==> config.mk <==
export PLATFORM = sky130hd
export DESIGN_NAME = demux_reg16
export DESIGN_NICKNAME = d
export VERILOG_FILES = /design/src/rtl/demux_reg16.sv
export SDC_FILE = /design/constraint.sdc
export NUM_CORES = 1
export LEC_CHECK = 0
export BUFFER_PORTS_ARGS = -buffer_cell sky130_fd_sc_hd__buf_2
export CAP_MARGIN = 40
export CORE_MARGIN = 5
export CORE_UTILIZATION = 47
export CTS_BUF_LIST = sky130_fd_sc_hd__clkbuf_4 sky130_fd_sc_hd__clkbuf_8 sky130_fd_sc_hd__clkbuf_16
export CTS_CLUSTER_DIAMETER = 100
export CTS_CLUSTER_SIZE = 25
export DETAILED_ROUTE_END_ITERATION = 7
export PLACE_DENSITY_LB_ADDON = 0.3
export SYNTH_ARGS = -nofsm -noshare
export SYNTH_HDL_FRONTEND = slang
export SYNTH_SLANG_ARGS = --single-unit
==> constraint.sdc <==
create_clock -name clk -period 4.4 [get_ports clk]
set_input_delay 0.44 -clock clk [delete_from_list [all_inputs] [get_ports clk]]
set_output_delay 0.44 -clock clk [all_outputs]
set_load 0.05 [all_outputs]
==> src/rtl/demux_reg16.sv <==
// demux_reg16: 16-entry word bank with a valid/ready write port and a sequenced 16-cycle clear sweep.
// Optional per-entry dirty flags are built when DEMUX_REG16_DIRTY_EN is defined.
module demux_reg16 #(
   parameter int               WIDTH     = 32,
   parameter logic [WIDTH-1:0] CLR_VALUE = '0
) (
   input  logic             clk,
   input  logic             reset,
   input  logic             wr_valid,
   output logic             wr_ready,
   input  logic [3:0]       wr_sel,
   input  logic [WIDTH-1:0] wr_data,
   input  logic             clr_req,
   output logic             busy,
`ifdef DEMUX_REG16_DIRTY_EN
   output logic [15:0]      dirty,
`endif
   output logic [WIDTH-1:0] out0,
   output logic [WIDTH-1:0] out1,
   output logic [WIDTH-1:0] out2,
   output logic [WIDTH-1:0] out3,
   output logic [WIDTH-1:0] out4,
   output logic [WIDTH-1:0] out5,
   output logic [WIDTH-1:0] out6,
   output logic [WIDTH-1:0] out7,
   output logic [WIDTH-1:0] out8,
   output logic [WIDTH-1:0] out9,
   output logic [WIDTH-1:0] out10,
   output logic [WIDTH-1:0] out11,
   output logic [WIDTH-1:0] out12,
   output logic [WIDTH-1:0] out13,
   output logic [WIDTH-1:0] out14,
   output logic [WIDTH-1:0] out15
);

   typedef enum logic {IDLE, CLEAR} state_e;

   state_e           state_q;
   logic [3:0]       cnt_q;
   logic [3:0]       cnt_d;
   logic [WIDTH-1:0] bank_q [16];
   logic [15:0]      dirty_q;

   assign cnt_d = cnt_q + 4'd1;

   // Writes are only taken in IDLE; a write coinciding with clr_req still lands and is swept later.
   always_ff @(posedge clk) begin
      if (reset) begin
         state_q <= IDLE;
         cnt_q   <= '0;
         dirty_q <= '0;
         for (int i = 0; i < 16; i++) begin
            bank_q[i] <= '0;
         end
      end else begin
         case (state_q)
            IDLE: begin
               if (wr_valid) begin
                  bank_q[wr_sel]  <= wr_data;
                  dirty_q[wr_sel] <= 1'b1;
               end
               if (clr_req) begin
                  state_q <= CLEAR;
                  cnt_q   <= '0;
               end
            end
            CLEAR: begin
               bank_q[cnt_q]  <= CLR_VALUE;
               dirty_q[cnt_q] <= 1'b0;
               if (cnt_q == 4'd15) begin
                  state_q <= IDLE;
                  cnt_q   <= '0;
               end else begin
                  cnt_q <= cnt_d;
               end
            end
            default: begin
               state_q <= IDLE;
               cnt_q   <= '0;
            end
         endcase
      end
   end

   assign wr_ready = (state_q == IDLE);
   assign busy     = (state_q == CLEAR);

`ifdef DEMUX_REG16_DIRTY_EN
   assign dirty = dirty_q;
`else
   logic unusedDirty;
   assign unusedDirty = ^dirty_q;
`endif

   assign out0  = bank_q[0];
   assign out1  = bank_q[1];
   assign out2  = bank_q[2];
   assign out3  = bank_q[3];
   assign out4  = bank_q[4];
   assign out5  = bank_q[5];
   assign out6  = bank_q[6];
   assign out7  = bank_q[7];
   assign out8  = bank_q[8];
   assign out9  = bank_q[9];
   assign out10 = bank_q[10];
   assign out11 = bank_q[11];
   assign out12 = bank_q[12];
   assign out13 = bank_q[13];
   assign out14 = bank_q[14];
   assign out15 = bank_q[15];

endmodule

* Word level (Yosys, flattened, before mapping)
Memory sizes are Yosys's and may differ from the RTL's.
Index checks and enable logic that the tools add are counted.
** Word-level totals
- Logic and storage cells :: 30
- Flip-flop bits (word level) :: 5
- Bits of input ports :: 40
- Memories kept :: 1
- Memory bits (writable) :: 512
** Operators by class
- Reduce and logical (&&, ||, !) cells :: 2
- Equal/unequal tests :: 2
- Mux-type cells :: 21
- $add $sub $neg :: 1
- Bitwise operators :: 1
** Memory list
- bank_q :: words 16, bits a word 32, read ports 16, clocked after Yosys merged registers in 0, wr ports 16, line 41 : logic [WIDTH-1:0] bank_q [16];
** Operators with widths (number)
- $mux W32 :: 2
- $reduce_or A32 Y1 :: 2
- $mux W4 :: 4
- $mux W1 :: 13
- $pmux W4 S2 :: 1
- $add A4 B1 Y4 const B :: 1
- $eq A4 B4 Y1 const B :: 1
- $ne A2 B1 Y1 const B :: 1
- $pmux W1 S2 :: 1
- $not A1 Y1 :: 1

* Logic depth before layout (Yosys ltp)
Gate-level depths: netlist (run 1).
- Word-level depth :: 7
- Mapped depth :: 6
- Mapped depth without buffers :: 4

* Worst setup path before layout (run 1)
No wires, ideal clock.
- Path kind :: register -> register
- Start :: register state_q, in the netlist busy
- End :: memory bank_q[15][0] (enable)
- Clock period less this slack :: 4442 ps
- Stages on the path, launching flop included :: 6
- Data arrival time :: 3972 ps
- Required time :: 3930 ps
- Slack :: -42 ps
- Buffers on the path :: 2
- Cell sequence :: dfxtp_1 nand2b_1 buf_4 mux2_4 clkbuf_1 o31ai_1
** RTL lines
- start: declaration :: line 38 : state_e state_q;
- start signal: assignment :: line 49 : state_q <= IDLE;
- start signal: assignment :: line 63 : state_q <= CLEAR;
- start signal: assignment :: line 71 : state_q <= IDLE;
- end: declaration :: line 41

==> out/metrics.csv, run 1 <==
stage,metric,value,unit
routing,First DRT Iteration DRCs,1729,
routing,Vias/cell,5.927,
synth,Syn Nets,1363,
die,num rows,75,
critical_path,"Cell Chain, Critical Path",nand2b_4 -> buf_4 -> mux2_2 -> o31ai_4 -> buf_4,
clocking,CTS Buffer Depth,3,
critical_path,Critical Path AT,3290,ps
power_and_ir_drop,VDD IR max,0.0003973,V
sta,Least-Margin Pin Slew,936.3,ps
finish,Syn-to-layout area delta,20.59,%
clocking,# H-tree levels,1,
synth,syn avg cell area,15.18,um^2
routing,routed vias,13970,
synth,register area share after synthesis,77.11,%
clocking,clk slew on worst S/H paths,90,ps
critical_path,most used cell along the critical path,buf_4,
critical_path,Setup crit end kind,register,
clocking,clock buffer count from CTS,24,
synth,Yosys cell types,34,
die,Die ar.,46930,um^2
clocking,CTS hold repair buffers,0,
flow_run,max capacitance violation total,0,
clocking,clock sink count,517,
critical_path,WP data required,4600,ps
synth,Cells after Synth,1322,
synth,"flops & latches, synth",517,
sta,relative slew slack,37.58,%
critical_path,largest delay contributor family on the critical path,buffers and inverters,
run_status,status,finished clean,
clocking,post-CTS sizing,0,
placed_design,Final GP Congestion,0.8571,
finish,fraction of layout cells with a size suffix above 1,40.34,%
critical_path,crit path kind,register to register,
critical_path,"Slowest-stage cell, CP",buf_4,
finish,Fillers,3378,
sta,post-route clock period utilization,70.07,%
finish,area of the multi-input gates,4209,um^2
finish,post-route cell area,24200,um^2
grt,pin count of the biggest net entering global routing,148,
die,Die X,216.6,um
synth,yosys warns,0,
sta,min cycle time layout,3083,ps
hold_path,Min-Delay Path Class,input pin to register,
routing,DRC errors left,0,
grt,GRT Resource Usage Total,27.27,%
die,area of the core,42130,um^2
clocking,worst skew pair latency,580,ps
die,Die Y,216.6,um
sta,setup TNS,0,ps
critical_path,WP buf/inv,2,
die,Top Ports,554,
placed_design,port bufs,553,
synth,mapped cell area,20070,um^2
critical_path,CP max FO,65,
power_and_ir_drop,Leak Pwr,8.884,nW
die,Initial Util,47.63,%
sta,count of pins over their slew limit,0,
clocking,CTS tree,built,
grt,first-pass GRT wire length,95290,um
grt,vias in the first global route,13520,
finish,fin cells,2357,
critical_path,crit-path max cell delay,620,ps
routing,mean routed wirelength per cell,28.40,um
routing,post-route ant nets,0,
routing,Pre-antenna DRT Iters,5,
power_and_ir_drop,Pwr Density,409.6,nW/um^2
critical_path,R2R setup slack,1320,ps
grt,initial antenna violation count,3,
sta,Max Clock Skew,37.35,ps
finish,nets@finish,1843,
clocking,CTS root buffer,clkbuf_16,
sta,unrepaired setup endpoints after global routing,false,
clocking,Post-CTS Setup Bufs,0,
finish,Register Area,15470,um^2
critical_path,Setup crit start kind,register,
grt,GRT Residual Overflow,0,
sta,Max Freq,324.3,MHz
placed_design,DPL Wire Length,46090,um
placed_design,Placed Instance Area,23480,um^2
placed_design,Placed Instances,2315,
sta,Final Hold Viols,0,
sta,"Setup violations, final",0,
routing,final WL,66930,um
[cell type report]
type	count	share of cell area, %
Timing Repair Buffer	588	12.79
Clock inverter	1	0.03619
Antenna cell	6	0.06204
Sequential cell	517	63.94
Tap cell	539	2.787
Clock buffer	35	2.895
Inverter	6	0.09306
Multi-Input combinational cell	665	17.39
[cells in the final DEF (no fill, tap or decap), drive strengths merged, types with 4 or more instances in the layout]
master and count:
o31ai 16, nor2 6, a21oi 5, inv 7, clkbuf 35, edfxtp 512, diode 6, nand2 36
buf 588, nand3b 35, nor3 513, nand3 33, dfxtp 5, a31oi 4
[final timing paths]
path | start | to | cells past startpoint
setup / recovery | busy$_SDFF_PP0_ | bank_q[6][11]$_SDFFCE_PN0P_ | 5
hold / removal | clr_req | cnt_q[0]$_SDFFE_PP0P_ | 4
setup reg to reg | busy$_SDFF_PP0_ | bank_q[6][11]$_SDFFCE_PN0P_ | 5
hold reg to reg | cnt_q[2]$_SDFFE_PP0P_ | cnt_q[2]$_SDFFE_PP0P_ | 2
[sequential cells by signal, indices dropped and copies added, names as in the netlist]
signal  flops
bank_q    512
cnt_q       4
busy        1
[cell usage after synthesis (all sizes together)]
library cell | instances | area (um^2)
nand3 | 33 | 165.2
nand2 | 36 | 135.1
buf | 77 | 436.7
a21o | 1 | 7.510
a21oi | 5 | 25.02
clkbuf | 57 | 214.0
o31ai | 16 | 120.1
o21ai | 1 | 5.000
mux2 | 2 | 26.27
nor2 | 6 | 22.52
mux2i | 2 | 23.77
nand3b | 35 | 262.8
nor2b | 1 | 6.260
nor3 | 513 | 2968
dfxtp | 5 | 100.1
nor3b | 2 | 20.02
nor4bb | 2 | 20.02
ha | 1 | 12.51
and4bb | 1 | 12.51
a31oi | 4 | 58.81
o221ai | 1 | 8.760
nand2b | 1 | 6.260
edfxtp | 512 | 15370
inv | 6 | 22.52
or3 | 1 | 6.260
nor4b | 1 | 8.760
[metal layers]
metal  GRT usage [%]  vias up  routed length (um)
li1                -     6028                   -
met1           36.16     7074               24950
met2           45.77      755               33700
met3           6.461      112                6475
met4           7.208        0                1809
met5               0        -                   0
[where the power goes]
group / switching (mW) / internal (mW)
clock: 1.47 / 1.12
sequential: 0.0711 / 5.61
combinational: 1.41 / 0.237
total: 2.95 / 6.96
[stage by stage]
stage	hold slack, ps	setup slack [ps]	util [%]	power [mW]
after floorplan	491.7	-42.07	-	6.937
final	208.0	1317	57.44	9.913
after detailed placement	544.3	1168	55.72	7.440
after global routing	203.6	1148	57.41	10.23
after CTS	179.4	1321	57.40	9.954
after global placement	521.2	1240	55.59	7.417
[kinds of logic after synthesis]
kind of cell	synth area share [%]
AOI/OAI and AO/OA	1.122
DFF	77.11
and+or+nand+nor	18.10
buffers and inverters	3.354
muxes	0.2493
adders and majority gates	0.06233
[worst reg2reg max path, delay by kind of cell, from the launching register on]
| family | cells | cell delay (ps) |
|---|---|---|
| AOI/OAI and AO/OA | 1 | 240 |
| buffers and inverters | 2 | 1050 |
| DFF | 1 | 530 |
| muxes | 1 | 550 |
| and+or+nand+nor | 1 | 320 |
Note: power is estimated with default switching activity, not from simulation.
==> inputs of run 2 (changes only) <==
--- a/config.mk
+++ b/config.mk
@@ -7,12 +7,12 @@
 export LEC_CHECK = 0
 export BUFFER_PORTS_ARGS = -buffer_cell sky130_fd_sc_hd__buf_2
 export CAP_MARGIN = 40
-export CORE_MARGIN = 5
-export CORE_UTILIZATION = 47
+export CORE_AREA = 5 5 215 217
 export CTS_BUF_LIST = sky130_fd_sc_hd__clkbuf_4 sky130_fd_sc_hd__clkbuf_8 sky130_fd_sc_hd__clkbuf_16
 export CTS_CLUSTER_DIAMETER = 100
 export CTS_CLUSTER_SIZE = 25
 export DETAILED_ROUTE_END_ITERATION = 7
+export DIE_AREA = 0 0 220 222
 export PLACE_DENSITY_LB_ADDON = 0.3
 export SYNTH_ARGS = -nofsm -noshare
 export SYNTH_HDL_FRONTEND = slang
==> constraint.sdc (replaced) <==
create_clock -name clk -period 3 [get_ports clk]
set_input_delay 0.3 -clock clk [delete_from_list [all_inputs] [get_ports clk]]
set_output_delay 0.3 -clock clk [all_outputs]
set_load 0.05 [all_outputs]
==> out/metrics.csv, run 2 (synthesis gave the netlist of run 1 again) <==
stage,metric,value,unit
die,num rows,77,
finish,nets@finish,1857,
sta,count of pins over their slew limit,0,
power_and_ir_drop,Net Sw Frac,29.68,%
grt,first-pass GRT wire length,96510,um
critical_path,CP max FO,67,
finish,fraction of layout cells with a size suffix above 1,41.06,%
finish,Fillers,3610,
critical_path,"Slowest-stage cell, CP",dfxtp_1,
critical_path,Critical R2R Launch,busy$_SDFF_PP0_,
routing,Pre-antenna DRT Iters,5,
grt,vias in the first global route,13660,
run_status,status,finished clean,
sta,min cycle time layout,2721,ps
die,area of the core,43930,um^2
sta,unrepaired setup endpoints after global routing,false,
clocking,post-CTS sizing,0,
grt,GRT Residual Overflow,0,
sta,Max Clock Skew,24.59,ps
clocking,worst skew pair latency,570,ps
critical_path,crit-path max cell delay,560,ps
clocking,# H-tree levels,1,
routing,DRC errors left,0,
clocking,clock sink count,517,
finish,Largest register FFs,512,
clocking,CTS hold repair buffers,0,
placed_design,port bufs,553,
die,Die ar.,48840,um^2
finish,Syn-to-layout area delta,22.40,%
power_and_ir_drop,Switch Pwr,4.374,mW
clocking,clk slew on worst S/H paths,100,ps
grt,pin count of the biggest net entering global routing,107,
hold_path,hold_sp,clr_req,
power_and_ir_drop,clock network power share,26.7,%
die,Initial Util,45.68,%
finish,"commonest non-fill, non-tap cell in the layout",buf_2,
power_and_ir_drop,Design Power,14.74,mW
die,Top Ports,554,
clocking,CTS Buffer Depth,3,
critical_path,Setup crit start kind,register,
hold_path,Hold Crit Depth,4,
critical_path,most used cell along the critical path,buf_4,
sta,Final Hold Viols,0,
sta,Max Freq,367.6,MHz
power_and_ir_drop,internal power,10.36,mW
power_and_ir_drop,Pwr Density,599.8,nW/um^2
routing,Vias/cell,5.750,
critical_path,WP data required,3310,ps
placed_design,pre-CTS WS,337.3,ps
grt,GRT Resource Usage Total,26.80,%
critical_path,crit path kind,register to register,
sta,relative slew slack,36.74,%
routing,mean routed wirelength per cell,28.10,um
sta,"Setup violations, final",0,
sta,Least-Margin Pin Slew,948.9,ps
hold_path,Worst Hold Endpoint,cnt_q[0]$_SDFFE_PP0P_,
placed_design,Placed Instance Area,23790,um^2
clocking,Post-CTS Setup Bufs,0,
sta,Setup WS post-layout,279.3,ps
finish,post-route cell area,24560,um^2
critical_path,Critical Path AT,3030,ps
routing,routed vias,13960,
critical_path,Worst R2R Path Depth,6,
sta,Hold Worst Slack,72.01,ps
clocking,clock buffer count from CTS,24,
critical_path,Setup crit end kind,register,
critical_path,"Cell Chain, Critical Path",buf_4 -> nand3b_1 -> a21o_4 -> buf_12 -> buf_4 -> nor3_1,
critical_path,R2R setup slack,280,ps
finish,Final Util,55.92,%
power_and_ir_drop,VDD IR max,0.0004028,V
finish,Largest Register,bank_q,
placed_design,Final GP Congestion,0.8754,
critical_path,Critical Path Start,busy$_SDFF_PP0_,
die,Die X,220,um
power_and_ir_drop,Flop pwr share,56.6,%
flow_run,max capacitance violation total,0,
power_and_ir_drop,Logic pwr share,16.7,%
grt,initial antenna violation count,1,
finish,most frequent cells in the layout,"buf_2 (553), edfxtp_1 (512), nor3_1 (433)",
die,Die Y,222,um
critical_path,FF-to-FF End,bank_q[4][14]$_SDFFCE_PN0P_,
routing,post-route ant nets,0,
power_and_ir_drop,Leak Pwr,9.039,nW
clocking,CTS tree,built,
routing,final WL,68230,um
clocking,CTS root buffer,clkbuf_16,
sta,post-route clock period utilization,90.69,%
placed_design,DPL Wire Length,47440,um
routing,First DRT Iteration DRCs,1475,
hold_path,Min-Delay Path Class,input pin to register,
-- run 2: cell types whose count changed in the layout (fill, tap and decap cells not counted), sizes merged --
cell | previous run | this run
diode | 6 | 2
clkbuf | 35 | 43
inv | 7 | 6
buf | 588 | 602
clkinv | 0 | 1
-- run 2: stage by stage --
step | instances | setup TNS (ps)
after floorplan | 1322 | -43270
after global placement | 2380 | 0
after detailed placement | 2382 | 0
after CTS | 2426 | 0
after global routing | 2426 | 0
final | 2428 | 0
-- run 2: worst max path at each step --
stage          depth (start not counted)                           to  slack [ps]
4_1_cts                                6  bank_q[4][14]$_SDFFCE_PN0P_         330
3_3_place_gp                           6  bank_q[5][11]$_SDFFCE_PN0P_         440
3_5_place_dp                           6  bank_q[4][14]$_SDFFCE_PN0P_         340
2_1_floorplan                          5  bank_q[15][0]$_SDFFCE_PN0P_        -450
5_1_grt                                6  bank_q[4][27]$_SDFFCE_PN0P_         180
6_report                               6  bank_q[4][14]$_SDFFCE_PN0P_         280
-- run 2: final cells by class --
type	instances	area, um^2	share of cell area [%]
Sequential cell	517	15470	63.00
Timing Repair Buffer	602	3343	13.61
Multi-Input combinational cell	665	4209	17.13
Inverter	6	22.52	0.09168
Antenna cell	2	5.005	0.02037
Clock inverter	1	8.758	0.03565
Clock buffer	43	760.7	3.097
Tap cell	592	740.7	3.015
-- run 2: power by group through the flow --
stage	clock network [mW]	registers, mW	logic (mW)
after floorplan	0	9.59	0.599
after global placement	0	8.50	2.44
after detailed placement	0	8.50	2.46
after CTS	3.98	8.34	2.46
after global routing	4.28	8.36	2.54
final	3.94	8.34	2.46
-- run 2: routing by layer --
| metal | wire [um] | vias to the layer above | GRT usage (%) | part of all wire (%) |
|---|---|---|---|---|
| met3 | 7530 | 121 | 7.374 | 11 |
| met1 | 25030 | 6936 | 34.85 | 37 |
| li1 | - | 6049 | - | - |
| met2 | 32860 | 854 | 43.68 | 48 |
| met5 | 11 | - | 0 | 0.016 |
| met4 | 2799 | 2 | 9.140 | 4.1 |
-- run 2: worst max-delay path, delay by kind of cell, from the launching register on --
family                 cells  cell delay (ps)
buffers and inverters      3             1010
flip-flops                 1              560
AO/OA/AOI/OAI              1              550
AND/OR/NAND/NOR            2              250
